## config.mk

```make
export PLATFORM = sky130hd
export DESIGN_NAME = lfsr_prng_flat
export DESIGN_NICKNAME = d
export VERILOG_FILES = /design/src/rtl/lfsr_prng_if.sv /design/src/rtl/lfsr_prng.sv /design/src/flat_wrapper.sv
export SDC_FILE = /design/constraint.sdc
export NUM_CORES = 1
export LEC_CHECK = 0
export CAP_MARGIN = 20
export CORE_MARGIN = 2
export CORE_UTILIZATION = 46
export DETAILED_ROUTE_END_ITERATION = 8
export PLACE_DENSITY = 0.76
export SYNTH_ARGS = -nofsm -noshare
export SYNTH_HDL_FRONTEND = slang
export SYNTH_SLANG_ARGS = --single-unit
```

## constraint.sdc

```tcl
create_clock -name clk -period 1.8 [get_ports clk]
set_clock_uncertainty 0.2 [all_clocks]
set_input_delay 0.18 -clock clk [delete_from_list [all_inputs] [get_ports clk]]
set_output_delay 0.18 -clock clk [all_outputs]
set_load 0.1 [all_outputs]
```

## src/rtl/lfsr_prng_if.sv

```systemverilog
// lfsr_prng_if: control, reseed and valid/ready output bundle for lfsr_prng.
interface lfsr_prng_if #(
  parameter int WIDTH = 32,
  parameter int OUT_W = WIDTH
);
  logic en;
  logic mode;
  logic load;
  logic [WIDTH-1:0] seed;
  logic out_valid;
  logic out_ready;
  logic [OUT_W-1:0] rand_val;
  modport master (input en, mode, load, seed, out_ready, output out_valid, rand_val);
  modport slave (output en, mode, load, seed, out_ready, input out_valid, rand_val);
endinterface

```

## src/rtl/lfsr_prng.sv

```systemverilog
// lfsr_prng: multi-step Fibonacci/Galois LFSR with reseed, warm-up and valid/ready delivery.
module lfsr_prng #(
  parameter int WIDTH = 32,
  parameter logic [WIDTH-1:0] TAPS = WIDTH'(32'h9010_2302),
  parameter int STEPS = 1,
  parameter int OUT_W = WIDTH,
  parameter logic [WIDTH-1:0] SEED_DEFAULT = WIDTH'(1),
  parameter int WARMUP = 0
) (
  input logic clk,
  input logic rst_n,
  lfsr_prng_if.master bus
);
  typedef enum logic {WARM, RUN} st_t;
  localparam st_t ST_INIT = (WARMUP == 0) ? RUN : WARM;
  localparam logic [WIDTH-1:0] GMASK = TAPS & ~WIDTH'(1);
  st_t st, st_n;
  logic [WIDTH-1:0] state, state_n, stepped;
  logic [7:0] cnt, cnt_n;
  logic adv;
  function automatic logic [WIDTH-1:0] shift1(input logic [WIDTH-1:0] s, input logic g);
    return g ? ({s[WIDTH-2:0], s[WIDTH-1]} ^ ({WIDTH{s[WIDTH-1]}} & GMASK))
             : {s[WIDTH-2:0], ^(s & TAPS)};
  endfunction
  always_comb begin
    stepped = state;
    for (int i = 0; i < STEPS; i++) stepped = shift1(stepped, bus.mode);
  end
  assign adv = bus.en && (st == WARM || bus.out_ready);
  // load outranks any advance or handshake landing on the same edge
  always_comb begin
    st_n = st;
    state_n = state;
    cnt_n = cnt;
    if (bus.load) begin
      state_n = (bus.seed == '0) ? SEED_DEFAULT : bus.seed;
      cnt_n = 8'(WARMUP);
      st_n = ST_INIT;
    end else if (adv) begin
      state_n = stepped;
      if (st == WARM) begin
        cnt_n = cnt - 8'd1;
        st_n = (cnt == 8'd1) ? RUN : WARM;
      end
    end
  end
  always_ff @(posedge clk or negedge rst_n) begin
    if (!rst_n) begin
      st <= ST_INIT;
      state <= SEED_DEFAULT;
      cnt <= 8'(WARMUP);
    end else begin
      st <= st_n;
      state <= state_n;
      cnt <= cnt_n;
    end
  end
  assign bus.out_valid = (st == RUN);
  assign bus.rand_val = state[OUT_W-1:0];
endmodule

```

## src/flat_wrapper.sv

```systemverilog
// flat-port wrapper written by rule: the top's interface ports become plain ports
module lfsr_prng_flat 
#(
  parameter int WIDTH = 32,
  parameter logic [WIDTH-1:0] TAPS = WIDTH'(32'h9010_2302),
  parameter int STEPS = 1,
  parameter int OUT_W = WIDTH,
  parameter logic [WIDTH-1:0] SEED_DEFAULT = WIDTH'(1),
  parameter int WARMUP = 0
)
  (clk, rst_n, bus_en, bus_mode, bus_load, bus_seed, bus_out_ready, bus_out_valid, bus_rand_val);
  lfsr_prng_if #(.WIDTH(WIDTH), .OUT_W(OUT_W)) bus_i ();
  input logic clk;
  input logic rst_n;
  input wire logic [$bits(bus_i.en)-1:0] bus_en;
  input wire logic [$bits(bus_i.mode)-1:0] bus_mode;
  input wire logic [$bits(bus_i.load)-1:0] bus_load;
  input wire logic [$bits(bus_i.seed)-1:0] bus_seed;
  input wire logic [$bits(bus_i.out_ready)-1:0] bus_out_ready;
  output wire logic [$bits(bus_i.out_valid)-1:0] bus_out_valid;
  output wire logic [$bits(bus_i.rand_val)-1:0] bus_rand_val;
  assign bus_i.en = bus_en;
  assign bus_i.mode = bus_mode;
  assign bus_i.load = bus_load;
  assign bus_i.seed = bus_seed;
  assign bus_i.out_ready = bus_out_ready;
  assign bus_out_valid = bus_i.out_valid;
  assign bus_rand_val = bus_i.rand_val;
  lfsr_prng #(.WIDTH(WIDTH), .TAPS(TAPS), .STEPS(STEPS), .OUT_W(OUT_W), .SEED_DEFAULT(SEED_DEFAULT), .WARMUP(WARMUP)) u_core (.clk(clk), .rst_n(rst_n), .bus(bus_i));
endmodule
```

==> flow_summary.toml <==
[outcome]
status = "complete, but fails checks"
violations = "negative setup slack"

[placed_design]
hpwlAfterDp_um = 4200
dpl_worst_slack_ns = -0.147
io_buffers = 70
dp_cells = 340
gp_congestion = 0.823

[hold_path]
min_path_type = "in -> reg"

[setup_path]
path_max_fanout = 4
path_class = "reg -> reg"
critPathRequiredTime_ns = 1.82
cp.arrival_ns = 1.84
crit_path_end_kind = "flip-flop"
startpoint_type = "flip-flop"

[routing]
drc = 0
routed_via_density = 5.57
drt-initial-drc-count = 119
first_pass_iters = 4
antenna_left = 0
vias = 1948
routedWlPerCell_um = 16.3
wl_um = 5710

[clock_network]
clk_latency_ns = 0.30
cts_tree = "done"
clkSinkCount = 41
clk_pin_slew_ns = 0.08
htreeDepth = 2
numCtsBuffers = 5
cts-root-buf = "clkbuf_8"
clockBufferDepth = 2

[synth]
ys_seq_elements = 41
synth-xor-area-share_pct = 7.47
avgSynthCellArea_um2 = 9.92
synth_fa_ha_area_share_pct = 1.16
yosysWarnings = 0
synth_top_family_by_area = "simple AND/OR/NAND/NOR gates"
synthTopCellsByArea = "dfrtp_1 45%, mux2i_1 14%, o21ai_0 7.2%"
synth_area_um2 = 2160
synth_top_area_share_pct = 45.1
syn_nets = 258
yosysSeqAreaShare_pct = 47.6
synth_compound_area_share_pct = 11.8
synthMuxAreaShare_pct = 13.9
ys_types = 34
syn_inst = 218
synth_top_area_cell = "dfrtp_1"
synth_edf_count = 0
synthSimpleGateAreaFrac_pct = 14.1
ys_async_sr_fraction_pct = 100
synth_flop_cell = "dfrtp_1"

[die]
die_w_um = 72.6
io_pins = 71
dieArea_um2 = 5260
fp.dieH_um = 72.6
start_util_pct = 48.6
coreArea_um2 = 4440
row_count = 24

[timing]
final_hold_viol_count = 0
rsz0062_at_grt = "true"
relSlewSlack_pct = 63.3
final.min_clock_period_ns = 1.82
worst_pin_slew_ns = 0.550
finalSetupViolations = 1
fin_tns_setup_ns = -0.0186
finalCritPeriodShare_pct = 101
setup_slack_ns = -0.0186
finalMaxSlewViolations = 0
timing.fmax_ghz = 0.550

[grt]
track_usage_pct = 23.6
grt_pass1_wl_um = 9500
gr-total-overflow = 0
grt_max_degree = 42
antenna_found_initial = 0
grt_pass1_vias = 1900

[final_layout]
n_fill_cell = 285
area.growth.synth_to_final_pct = 61.8
fin_cells = 350
final_cell_mix = "35 x clkdlybuf4s50_1, 35 x buf_12, 34 x nand2_1"
post_route_cells_drive_above_1_share_pct = 24.2
nNetsFinal = 337
diodes = 0
multi_input_area_um2 = 1080
seqCellArea_um2 = 1050

[power_and_ir_drop]
p_per_area_nw_per_um2 = 950
power_leakage_nw = 1.47
ir_worst_vdd_uv = 537

[job]
max-cap-violations = 0
## timing repair
item,4_1_cts,5_1_grt
hold endpoints to repair,39,0
pin swaps,2,0
resized for setup,3,1
buffers inserted,1,0
hold buffers,1,0
setup endpoints to repair,1,1
## stage by stage
| stage | hold WS, ns | total power [mW] | area, um2 | utilization [%] |
|---|---|---|---|---|
| after global routing | 0.203 | 3.45 | 3500 | 78.7 |
| after CTS | 0.154 | 3.34 | 3500 | 78.7 |
| after global placement | 0.0723 | 2.53 | 3340 | 75.1 |
| after detailed placement | 0.0765 | 2.55 | 3340 | 75.1 |
| final | 0.167 | 3.32 | 3500 | 78.7 |
| after floorplan | -0.316 | 1.97 | 2200 | - |
## report_power, final
part           total, mW  internal [mW]  switching, mW
combinational       1.41          0.562          0.847
sequential          1.15           1.02          0.130
clock              0.765          0.452          0.313
## registers in the layout, summed over array words and instances (netlist names)
| register | flops |
|---|---|
| u_core.cnt | 8 |
| u_core.bus.rand_val | 32 |
| u_core.bus.out_valid | 1 |
## final timing paths
kind / from / end / slack (ns) / cells past startpoint
setup / recovery: u_core.bus.rand_val[13]$_DFFE_PN0P_ / u_core.bus.rand_val[0]$_DFFE_PN1P_ / -0.02 / 4
hold / removal: bus_load / u_core.bus.rand_val[1]$_DFFE_PN0P_ / 0.17 / 3
setup reg to reg: u_core.bus.rand_val[13]$_DFFE_PN0P_ / u_core.bus.rand_val[0]$_DFFE_PN1P_ / -0.02 / 4
hold reg to reg: u_core.cnt[7]$_DFFE_PN0P_ / u_core.cnt[7]$_DFFE_PN0P_ / 0.35 / 2
max in group asynchronous: rst_n / u_core.bus.rand_val[13]$_DFFE_PN0P_ / 0.73 / 3
min in group asynchronous: rst_n / u_core.bus.rand_val[3]$_DFFE_PN0P_ / 0.28 / 3
## logic make-up (layout without fill, tap and decap cells)
family	count (synthesis)	in the layout
DFF	41	41
muxes	30	30
and+or+nand+nor	67	67
xor gates and xnor gates	16	16
AOI/OAI and AO/OA	43	43
adders and majority gates	2	2
buffers and inverters	19	99
## layout make-up
type / instances / area share [%]
timing repair buffer: 85 / 33.2
multi-input combinational: 158 / 30.9
sequential: 41 / 30.0
clock buffer: 7 / 2.47
tap: 52 / 1.86
clock inverter: 1 / 0.858
inverter: 6 / 0.644
## metal layers
layer / GRT usage (%) / share of wire [%]
met3: 4.86 / 5.7
met4: 7.61 / 1.4
met1: 31.7 / 43
met2: 38.5 / 50
met5: 0 / 0
## worst max-delay path, stage by stage (launching register included)
cell and delay (ns):
dfrtp_4 0.52, xnor2_2 0.14, xnor3_2 0.48, a2111oi_4 0.33
nor3b_2 0.08
## synth_stat cells, types with 2 or more instances
cell      instances
dfrtp_1          39
nand2_1          34
o21ai_0          31
mux2i_1          30
nor2_1           11
xnor2_1          11
nor4_1            9
clkbuf_1          8
inv_1             6
buf_4             4
xor2_1            3
a211oi_1          2
dfstp_2           2
ha_1              2
nand3_1           2
nand4_1           2
nor2b_1           2
nor3_1            2
nor3b_1           2
o211ai_1          2
Note: power is estimated with default switching activity, not from simulation.
